File: config.mk
export PLATFORM = sky130hd
export DESIGN_NAME = spatz_vrf_operand_collector
export DESIGN_NICKNAME = d
export VERILOG_FILES = /design/src/rtl/spatz_pkg.sv /design/src/rtl/fifo_v3.sv /design/src/rtl/spatz_vrf_operand_collector.sv
export SDC_FILE = /design/constraint.sdc
export NUM_CORES = 1
export LEC_CHECK = 0
export ABC_AREA = 0
export CAP_MARGIN = 20
export CORE_MARGIN = 2
export CORE_UTILIZATION = 26
export CTS_CLUSTER_DIAMETER = 30
export DETAILED_ROUTE_END_ITERATION = 8
export GPL_TIMING_DRIVEN = 0
export SLEW_MARGIN = 25
export SYNTH_ARGS = -nofsm -noshare
export SYNTH_HDL_FRONTEND = slang
export SYNTH_SLANG_ARGS = --single-unit
File: constraint.sdc
create_clock -name clk_i -period 12.2 [get_ports clk_i]
set_input_delay 3.66 -clock clk_i [delete_from_list [all_inputs] [get_ports clk_i]]
set_output_delay 3.66 -clock clk_i [all_outputs]
set_load 0.02 [all_outputs]
File: src/rtl/spatz_pkg.sv
// Shared Spatz types used by the VRF operand collector: register address/data types,
// operand lane indices, the collected operand bundle and the collector FSM states.
package spatz_pkg;

    localparam int unsigned VregAddrWidth = 5;
    localparam int unsigned VregDataWidth = 32;

    typedef logic [VregAddrWidth-1:0] vreg_addr_t;
    typedef logic [VregDataWidth-1:0] vreg_data_t;

    localparam int unsigned OC_VS2       = 0;
    localparam int unsigned OC_VS1       = 1;
    localparam int unsigned OC_VD        = 2;
    localparam int unsigned NrOcOperands = 3;
    localparam int unsigned OcIdWidth    = 4;

    typedef struct packed {
        vreg_data_t [NrOcOperands-1:0] data;
        logic [OcIdWidth-1:0]          id;
    } oc_bundle_t;

    typedef enum logic {
        OC_IDLE,
        OC_COLLECT
    } oc_state_e;

endpackage

File: src/rtl/fifo_v3.sv
// Common-cells style FIFO with a synchronous active-low reset and flush.
// With FALL_THROUGH=0 the head entry is read straight from storage whenever not empty.
module fifo_v3 #(
    parameter bit          FALL_THROUGH = 1'b0,
    parameter int unsigned DEPTH        = 8,
    parameter type         dtype        = logic [31:0]
) (
    input  logic clk_i,
    input  logic rst_ni,
    input  logic flush_i,
    output logic full_o,
    output logic empty_o,
    input  dtype data_i,
    input  logic push_i,
    output dtype data_o,
    input  logic pop_i
);

    localparam int unsigned      AddrW   = (DEPTH > 1) ? $clog2(DEPTH) : 1;
    localparam logic [AddrW:0]   FullCnt = (AddrW+1)'(DEPTH);
    localparam logic [AddrW-1:0] LastPtr = AddrW'(DEPTH-1);

    dtype             mem_q [DEPTH];
    logic [AddrW-1:0] wptr_q, wptr_d, rptr_q, rptr_d;
    logic [AddrW:0]   cnt_q, cnt_d;
    logic             wr, rd;

    assign full_o = (cnt_q == FullCnt);

    // An empty fall-through FIFO hands a simultaneous push straight to the reader.
    always_comb begin
        data_o  = mem_q[rptr_q];
        empty_o = (cnt_q == '0);
        wr      = push_i & (cnt_q != FullCnt);
        rd      = pop_i & (cnt_q != '0);
        if (FALL_THROUGH && (cnt_q == '0) && push_i) begin
            data_o  = data_i;
            empty_o = 1'b0;
            if (pop_i) begin
                wr = 1'b0;
                rd = 1'b0;
            end
        end
    end

    always_comb begin
        wptr_d = wptr_q;
        rptr_d = rptr_q;
        cnt_d  = cnt_q;
        if (wr) wptr_d = (wptr_q == LastPtr) ? '0 : wptr_q + 1'b1;
        if (rd) rptr_d = (rptr_q == LastPtr) ? '0 : rptr_q + 1'b1;
        if (wr && !rd) cnt_d = cnt_q + 1'b1;
        else if (!wr && rd) cnt_d = cnt_q - 1'b1;
    end

    always_ff @(posedge clk_i) begin
        if (!rst_ni || flush_i) begin
            wptr_q <= '0;
            rptr_q <= '0;
            cnt_q  <= '0;
        end else begin
            wptr_q <= wptr_d;
            rptr_q <= rptr_d;
            cnt_q  <= cnt_d;
        end
    end

    always_ff @(posedge clk_i) begin
        if (wr) mem_q[wptr_q] <= data_i;
    end

endmodule

File: src/rtl/spatz_vrf_operand_collector.sv
// Fetches vs2/vs1/vd from the banked VRF, retrying denied ports, and queues complete
// operand bundles for the VFU. Define SPATZ_VRF_OC_STATS_EN to add conflict_cnt_o.
module spatz_vrf_operand_collector
    import spatz_pkg::*;
#(
    parameter int unsigned NrOperands = NrOcOperands,
    parameter int unsigned Depth      = 2,
    parameter int unsigned IdWidth    = OcIdWidth
) (
    input  logic                                            clk_i,
    input  logic                                            rst_ni,
    input  logic                                            req_valid_i,
    output logic                                            req_ready_o,
    input  logic [NrOperands-1:0][$bits(vreg_addr_t)-1:0]   req_addr_i,
    input  logic [NrOperands-1:0]                           req_use_i,
    input  logic [IdWidth-1:0]                              req_id_i,
    output logic [NrOperands-1:0][$bits(vreg_addr_t)-1:0]   vrf_raddr_o,
    output logic [NrOperands-1:0]                           vrf_re_o,
    input  logic [NrOperands-1:0][$bits(vreg_data_t)-1:0]   vrf_rdata_i,
    input  logic [NrOperands-1:0]                           vrf_rvalid_i,
    output logic                                            op_valid_o,
    input  logic                                            op_ready_i,
    output logic [NrOperands-1:0][$bits(vreg_data_t)-1:0]   op_data_o,
    output logic [IdWidth-1:0]                              op_id_o
`ifdef SPATZ_VRF_OC_STATS_EN
    ,
    output logic [31:0]                                     conflict_cnt_o
`endif
);

    oc_state_e                    state_q, state_d;
    vreg_addr_t [NrOperands-1:0]  addr_q, addr_d;
    vreg_data_t [NrOperands-1:0]  stage_q, stage_d, stage_merged;
    logic [NrOperands-1:0]        pending_q, pending_d, grant;
    logic [IdWidth-1:0]           id_q, id_d;
    logic                         fifo_full, fifo_empty, push, pop, accept, complete;
    oc_bundle_t                   push_bundle, pop_bundle;

    // Reads depend only on registered state, so grants can never feed back into enables.
    assign vrf_re_o = (state_q == OC_COLLECT) ? (pending_q & {NrOperands{!fifo_full}}) : '0;
    assign grant    = vrf_re_o & vrf_rvalid_i;
    assign complete = (state_q == OC_COLLECT) && ((pending_q & ~grant) == '0) && !fifo_full;
    assign accept   = req_valid_i & req_ready_o;

    always_comb begin
        for (int k = 0; k < NrOperands; k++) begin
            stage_merged[k] = grant[k] ? vreg_data_t'(vrf_rdata_i[k]) : stage_q[k];
        end
    end

    always_ff @(posedge clk_i) begin
        if (!rst_ni) state_q <= OC_IDLE;
        else         state_q <= state_d;
    end

    always_comb begin
        state_d = state_q;
        case (state_q)
            OC_IDLE:    if (accept) state_d = OC_COLLECT;
            OC_COLLECT: if (complete && !accept) state_d = OC_IDLE;
            default:    state_d = OC_IDLE;
        endcase
    end

    always_comb begin
        req_ready_o = (state_q == OC_IDLE) || complete;
        vrf_raddr_o = (state_q == OC_COLLECT) ? addr_q : '0;
        push        = complete;
    end

    // A newly accepted request overwrites the bundle that is being pushed on the same edge.
    always_comb begin
        addr_d    = addr_q;
        id_d      = id_q;
        pending_d = pending_q & ~grant;
        stage_d   = stage_merged;
        if (accept) begin
            addr_d    = req_addr_i;
            id_d      = req_id_i;
            pending_d = req_use_i;
            stage_d   = '0;
        end
    end

    always_ff @(posedge clk_i) begin
        if (!rst_ni) begin
            addr_q    <= '0;
            id_q      <= '0;
            pending_q <= '0;
            stage_q   <= '0;
        end else begin
            addr_q    <= addr_d;
            id_q      <= id_d;
            pending_q <= pending_d;
            stage_q   <= stage_d;
        end
    end

    assign push_bundle.data = stage_merged;
    assign push_bundle.id   = id_q;

    fifo_v3 #(
        .FALL_THROUGH (1'b0),
        .DEPTH        (Depth),
        .dtype        (oc_bundle_t)
    ) i_out_fifo (
        .clk_i   (clk_i),
        .rst_ni  (rst_ni),
        .flush_i (1'b0),
        .full_o  (fifo_full),
        .empty_o (fifo_empty),
        .data_i  (push_bundle),
        .push_i  (push),
        .data_o  (pop_bundle),
        .pop_i   (pop)
    );

    // Storage is not reset, so the head is masked while the FIFO is empty.
    assign op_valid_o = !fifo_empty;
    assign pop        = op_valid_o & op_ready_i;
    assign op_data_o  = fifo_empty ? '0 : pop_bundle.data;
    assign op_id_o    = fifo_empty ? '0 : pop_bundle.id;

`ifdef SPATZ_VRF_OC_STATS_EN
    logic [31:0] conflict_cnt_q;
    logic        conflict;

    assign conflict       = |(vrf_re_o & ~vrf_rvalid_i);
    assign conflict_cnt_o = conflict_cnt_q;

    always_ff @(posedge clk_i) begin
        if (!rst_ni)                                    conflict_cnt_q <= '0;
        else if (conflict && (conflict_cnt_q != '1))    conflict_cnt_q <= conflict_cnt_q + 32'd1;
    end
`endif

endmodule

### Yosys cells after proc, flatten, opt, wreduce, memory -nomap -nowiden

Memory sizes are Yosys's and may differ from the RTL's. A register that Yosys moved wholly into a read port is not among the register bits.
Index checks and enable logic that the tools add are counted.

| storage, ports and cells | value |
|---|---|
| input bits | 125 |
| memories | 1 |
| memory bits (writable) | 200 |
| output and inout port bits | 120 |
| register bits after elaboration | 123 |

| operators by class | value |
|---|---|
| mux-type cells | 19 |
| equality and inequality tests | 2 |
| reductions and logical operators | 16 |
| bitwise logic cells | 10 |
| add/sub/neg operators | 4 |

Memories:

| name | depth | width | read ports | clocked after Yosys merged registers in | wr ports | line | source |
|---|---|---|---|---|---|---|---|
| i_out_fifo.mem_q | 2 | 100 | 1 | 1 | 1 | fifo_v3.sv:23 | `dtype mem_q [DEPTH];` |

Operators by type and width:

| kind | count |
|---|---|
| $mux W32 | 3 |
| $mux W96 | 1 |
| $mux W15 | 1 |
| $and A3 B3 Y3 | 3 |
| $mux W1 | 8 |
| $mux W3 | 2 |
| $logic_and A1 B1 Y1 | 5 |
| $logic_not A1 Y1 | 5 |
| $and A1 B1 Y1 | 4 |
| $mux W2 | 2 |
| $mux W4 | 1 |
| $reduce_bool A2 Y1 | 2 |
| $logic_not A3 Y1 | 1 |
| $not A3 Y3 | 1 |
| $add A1 B1 Y1 const B | 2 |
| $add A2 B1 Y2 const B | 1 |
| $eq A2 B2 Y1 const B | 1 |
| $logic_not A2 Y1 | 1 |
| $ne A2 B2 Y1 const B | 1 |
| $not A1 Y1 | 2 |
| $pmux W1 S2 | 1 |
| $reduce_or A2 Y1 | 1 |
| $sub A2 B1 Y2 const B | 1 |
| $logic_or A1 B1 Y1 | 1 |

### Longest topological paths before layout

Gate-level depths: netlist (run 1).

| depth | value |
|---|---|
| depth after elaboration | 16 |
| depth in mapped cells | 8 |
| depth with buffers taken out | 7 |

### Hierarchy

A second synthesis (run 1) with hierarchy kept.

| second synthesis, totals | value |
|---|---|
| cells, all modules | 903 |
| area, all modules | 13007.5 sq um |

By module, submodules not included:

| module | times used | cells an instance | area an instance (sq um) | seq. area each (sq um) |
|---|---|---|---|---|
| fifo_v3 | 1 | 337 | 7435.9 | 6105.9 |
| spatz_vrf_operand_collector | 1 | 566 | 5571.6 | 2382.3 |

### Worst setup path before layout (run 1)

OpenSTA, ideal clock, no wires.

| timing | value |
|---|---|
| kind | input port to output port |
| start point | input vrf_rvalid_i[0] |
| end point | output req_ready_o |
| stages | 3 |
| buffers on the path | 0 |
| slack | 4258 ps |
| arrival time | 4282 ps |
| required time | 8540 ps |
| cell sequence | nand2b_1 a41oi_4 inv_1 |

| on the way | value |
|---|---|
| word-level cells in the longest chain between the ends | 7 |

RTL lines:

| element | line | source |
|---|---|---|
| from (decl) | spatz_vrf_operand_collector.sv:20 | `input logic [NrOperands-1:0] vrf_rvalid_i,` |
| $and A3 B3 Y3 | spatz_vrf_operand_collector.sv:41 | `assign grant = vrf_re_o & vrf_rvalid_i;` |
| $not A3 Y3 | spatz_vrf_operand_collector.sv:42 | `assign complete = (state_q == OC_COLLECT) && ((pending_q & ~grant) == '0) && !fifo_full;` |
| $and A3 B3 Y3 | spatz_vrf_operand_collector.sv:42 |  |
| $logic_not A3 Y1 | spatz_vrf_operand_collector.sv:42 |  |
| $logic_and A1 B1 Y1 (2 in a row) | spatz_vrf_operand_collector.sv:42 |  |
| $logic_or A1 B1 Y1 | spatz_vrf_operand_collector.sv:66 | `req_ready_o = (state_q == OC_IDLE) \|\| complete;` |
| to (decl) | spatz_vrf_operand_collector.sv:13 | `output logic req_ready_o,` |

No other way between the ends.

### Worst setup path after layout (run 1)

Same ends and word-level chain as after synthesis.

==> results of run 1 <==
## routing by layer
layer	track usage, %	vias up
li1	-	3816
met1	14.9	3859
met2	20.2	237
met3	4.84	69
met4	5.51	4
met5	0	-
## registers in the layout, indices dropped and copies added (netlist names), named ones only
signal / count
i_out_fifo.rptr_q: 1
stage_q: 96
pending_q: 3
i_out_fifo.mem_q: 200
addr_q: 15
id_q: 4
state_q: 1
i_out_fifo.cnt_q: 2
i_out_fifo.wptr_q: 1
## worst max-delay path by stage
| stage | start | end | slack, ns | cells after the start |
|---|---|---|---|---|
| after detailed placement | vrf_rvalid_i[0] | req_ready_o | 3.22 | 5 |
| after global routing | vrf_rvalid_i[0] | req_ready_o | 3.11 | 5 |
| after CTS | vrf_rvalid_i[0] | req_ready_o | 3.20 | 5 |
| final | vrf_rvalid_i[0] | req_ready_o | 3.20 | 5 |
| after global placement | vrf_rvalid_i[0] | i_out_fifo.mem_q[1][75]$_DFFE_PP_ | 2.67 | 5 |
| after floorplan | vrf_rvalid_i[0] | req_ready_o | 4.26 | 3 |
## layout by cell type, fill, tap and decap left out, types with 3 or more instances in the layout
master	n
dfxtp_1	124
clkinv_4	6
clkinvlp_4	13
bufinv_16	12
mux2_4	89
buf_2	11
clkdlybuf4s50_1	243
nand2b_1	4
nor2b_4	14
nand4_4	3
nor2_1	102
clkbuf_2	3
clkinv_8	4
clkinv_2	10
buf_6	14
nor2b_1	82
buf_12	4
clkinv_1	3
inv_1	4
clkbuf_16	79
nand3_1	6
nand2_1	43
and3_2	3
mux2_2	7
inv_6	6
and2_1	18
buf_4	3
edfxtp_1	200
clkbuf_1	29
mux2i_1	122
clkbuf_8	5
## cell type report
cell class	count	share of cell area, %
Sequential cell	324	44.0
Multi-Input combinational cell	508	22.2
Timing Repair Buffer	248	13.2
Clock buffer	91	10.7
Tap cell	672	4.36
Clock inverter	55	3.68
Buffer	53	1.72
Inverter	5	0.136
Antenna cell	2	0.0259
## worst min-delay path: cells and delay by family (launching register included)
kind / cells / cell delay, ns
flip-flops: 1 / 0.30
multiplexers: 1 / 0.05
AND/OR/NAND/NOR: 1 / 0.05
## power groups by stage
stage	clock network, mW	logic (mW)	registers (mW)
4_1_cts	2.19	1.09	1.27
5_1_grt	2.25	1.14	1.28
3_5_place_dp	0	1.08	1.29
6_report	2.15	1.06	1.27
2_1_floorplan	0	0.570	1.29
3_3_place_gp	0	1.07	1.30
## cell families after synthesis
kind of cell / Yosys count
compound gates: 7
simple gates: 279
mux: 218
fa+ha+maj: 1
flops: 324
buf+inv: 58
xor+xnor: 3
==> key figures, run 1 <==
Final layout
  • Filler instances: 4,719
  • Area Growth Syn to Fin: 47.1%
  • Share of layout cells above drive strength 1: 22.8%
  • Design area: 0.0193 sq mm
  • Post-Layout Cell Count: 1,958
  • Multi-input combinational cell area: 0.00428 sq mm
  • Nets: 1,344
  • Register area: 0.00849 sq mm
  • Post-Route Utilization: 38.6%

Clock tree
  • # hold bufs at CTS: 0
  • Clock Latency Late Sink: 0.60 ns
  • Worst-path clk slew: 0.04 ns
  • H-tree depth: 3
  • Clock sink total: 324
  • Post-CTS setup buffers: 0
  • Post-cts sizing count: 0
  • CTS Root Cell: clkbuf_16
  • CTS tree: built
  • CTS buffer count: 78
  • Clk buf depth: 3

Power
  • Sequential fraction of design power: 28.4%
  • PwrDens: 232 mW/mm^2
  • Sw frac: 28.8%
  • Gate power share: 23.6%
  • Clock power frac: 48.0%
  • Switching Power: 1.29 mW
  • Leak: 7.06 nW
  • Cell internal pwr: 3.18 mW
  • Peak supply drop: 0.115 mV
  • Overall power: 4.47 mW

Hold path
  • Worst Hold Endpoint: addr_q[9]$_SDFFE_PN0P_
  • Hold path cells: 2
  • Hold Crit Class: register to register
  • Min-Delay Startpoint: addr_q[9]$_SDFFE_PN0P_

Critical path
  • Reg-to-Reg Start: i_out_fifo.cnt_q[0]$_SDFFE_PN0P_
  • Slowest-stage cell, CP: clkdlybuf4s50_1
  • WP data arrival: 5.34 ns
  • CP cell instances: clkdlybuf4s50_1, nand2b_1, a41oi_4, inv_1, clkdlybuf4s50_1
  • Buf+Inv Stages, Crit Path: 3
  • Top delay family on crit path: buffers and inverters
  • CP Capture Type: output pin
  • Worst Path Required: 8.54 ns
  • Most Frequent Cell on Critical Path: clkdlybuf4s50_1
  • Crit Path Max Fanout: 4
  • Crit path kind: input pin to output pin
  • Critical path launch point type: input pin
  • Setup slack, reg-to-reg: 9.83 ns
  • CP peak stage delay: 0.56 ns
  • Reg2reg end: i_out_fifo.mem_q[0][76]$_DFFE_PP_
  • R2R depth: 6

Floorplanning
  • Overall die height: 229 microns
  • Die area: 0.0523 sq mm
  • Ports: 245
  • Die Width: 229 microns
  • Core ar.: 0.0500 sq mm
  • Starting Density: 26.3%
  • # rows: 82

Routing
  • Overall routed net length: 32,800 microns
  • DRT iter0 DRCs: 294
  • Routed len/inst: 16.8 microns
  • Metal-1 WL: 14,100 microns
  • Met2 routed WL: 15,400 microns
  • Drc violations: 0
  • DR vias/cell: 4.08
  • Via count: 7,985
  • Top Layer Used: met5
  • Met3 WL: 2440 microns
  • Post-DRT Antenna Nets: 0
  • Pre-antenna DRT Iters: 4

Synth
  • EDFF count, synth: 200
  • Synth top area share: 45.8%
  • Syn Area/Cell: 14.7 sq um
  • Synth area leaders: edfxtp_1, dfxtp_1, mux2_4
  • Cell count after synthesis: 890
  • Post-synth ARST share: 0%
  • Sequential area share after synthesis: 64.7%
  • Yosys top cell by area: edfxtp_1
  • Ys Warns: 0
  • Synth cell count leaders: edfxtp_1, dfxtp_1, mux2i_1, nor2_1, mux2_4
  • Register bit total from synthesis: 324
  • Mapped Nets: 1,016
  • Synth Cell Area: 0.0131 sq mm
  • Synth Area in Compound Gates: 0.582%
  • Post-Synth XOR/XNOR Area: 0.200%
  • Synth Area in Adders: 0.0954%
  • Proportion of synthesized area in mux cells: 20.1%
  • Yosys cell types: 30
  • Synth Flop Type: edfxtp_1
  • Largest family of logic cells by synthesized area: multiplexers
  • Most frequent cell after synthesis: edfxtp_1
  • Simple-Gate Fraction of Synth Area: 11.7%

Place
  • PortBufs: 243
  • Dpl cells: 1,810
  • Dpl ws: 3.22 ns
  • DP Wirelength: 21,600 microns
  • Routability Congestion: 0.722
  • Dpl cell area: 0.0165 sq mm

Global route
  • Initial antenna violation count: 3
  • GRT Util Overall: 12.5%
  • First-pass GRT wire length: 49,200 microns
  • Number of global-route vias before repair: 8,412
  • Total gr overflow: 0
  • Largest net degree at the start of global routing: 58

Timing
  • # setup viols final: 0
  • Crit share post-route: 73.7%
  • Pins over their slew limit: 0
  • Crit path time final: 9.00 ns
  • Hold slack: 0.447 ns
  • Max Clk Rate: 111 MHz
  • Max_slew headroom: 54.5%
  • Post-route setup slack: 3.20 ns
  • Final Hold Fails: 0
  • TNS Setup: 0 ns
  • Worst slew pin tran: 0.683 ns
  • RSZ-0062 raised after global routing: no
  • Skew final: 0.0214 ns

Flow run
  • Maxcap violations: 0

Outcome
  • Outcome: complete, no violations
No activity file was read; power rests on OpenSTA's default activity.
==> run 2: changes to the inputs <==
clock period = 7.9 ns   (was 12.2 ns; I/O delays follow)
==> results of run 2 <==
The final DEF is identical to that of run 1. Status: complete, no violations.
Among the figures that moved: setup slack after placement 3.22 ns -> 1.50 ns; setup slack after layout 3.20 ns -> 1.48 ns; register-to-register setup slack 9.83 ns -> 5.53 ns; total power 4.47 mW -> 6.91 mW; worst IR drop on VDD 0.115 mV -> 0.177 mV
==> run 3: changes to the inputs <==
clock period = 5.5 ns   (was 7.9 ns; I/O delays follow)
==> results of run 3 <==
The final DEF is identical to that of run 1. Status: complete, no violations.
Among the figures that moved: setup slack after placement 3.22 ns -> 0.535 ns; setup slack after layout 3.20 ns -> 0.525 ns; register-to-register setup slack 9.83 ns -> 3.13 ns; total power 4.47 mW -> 9.92 mW; worst IR drop on VDD 0.115 mV -> 0.255 mV
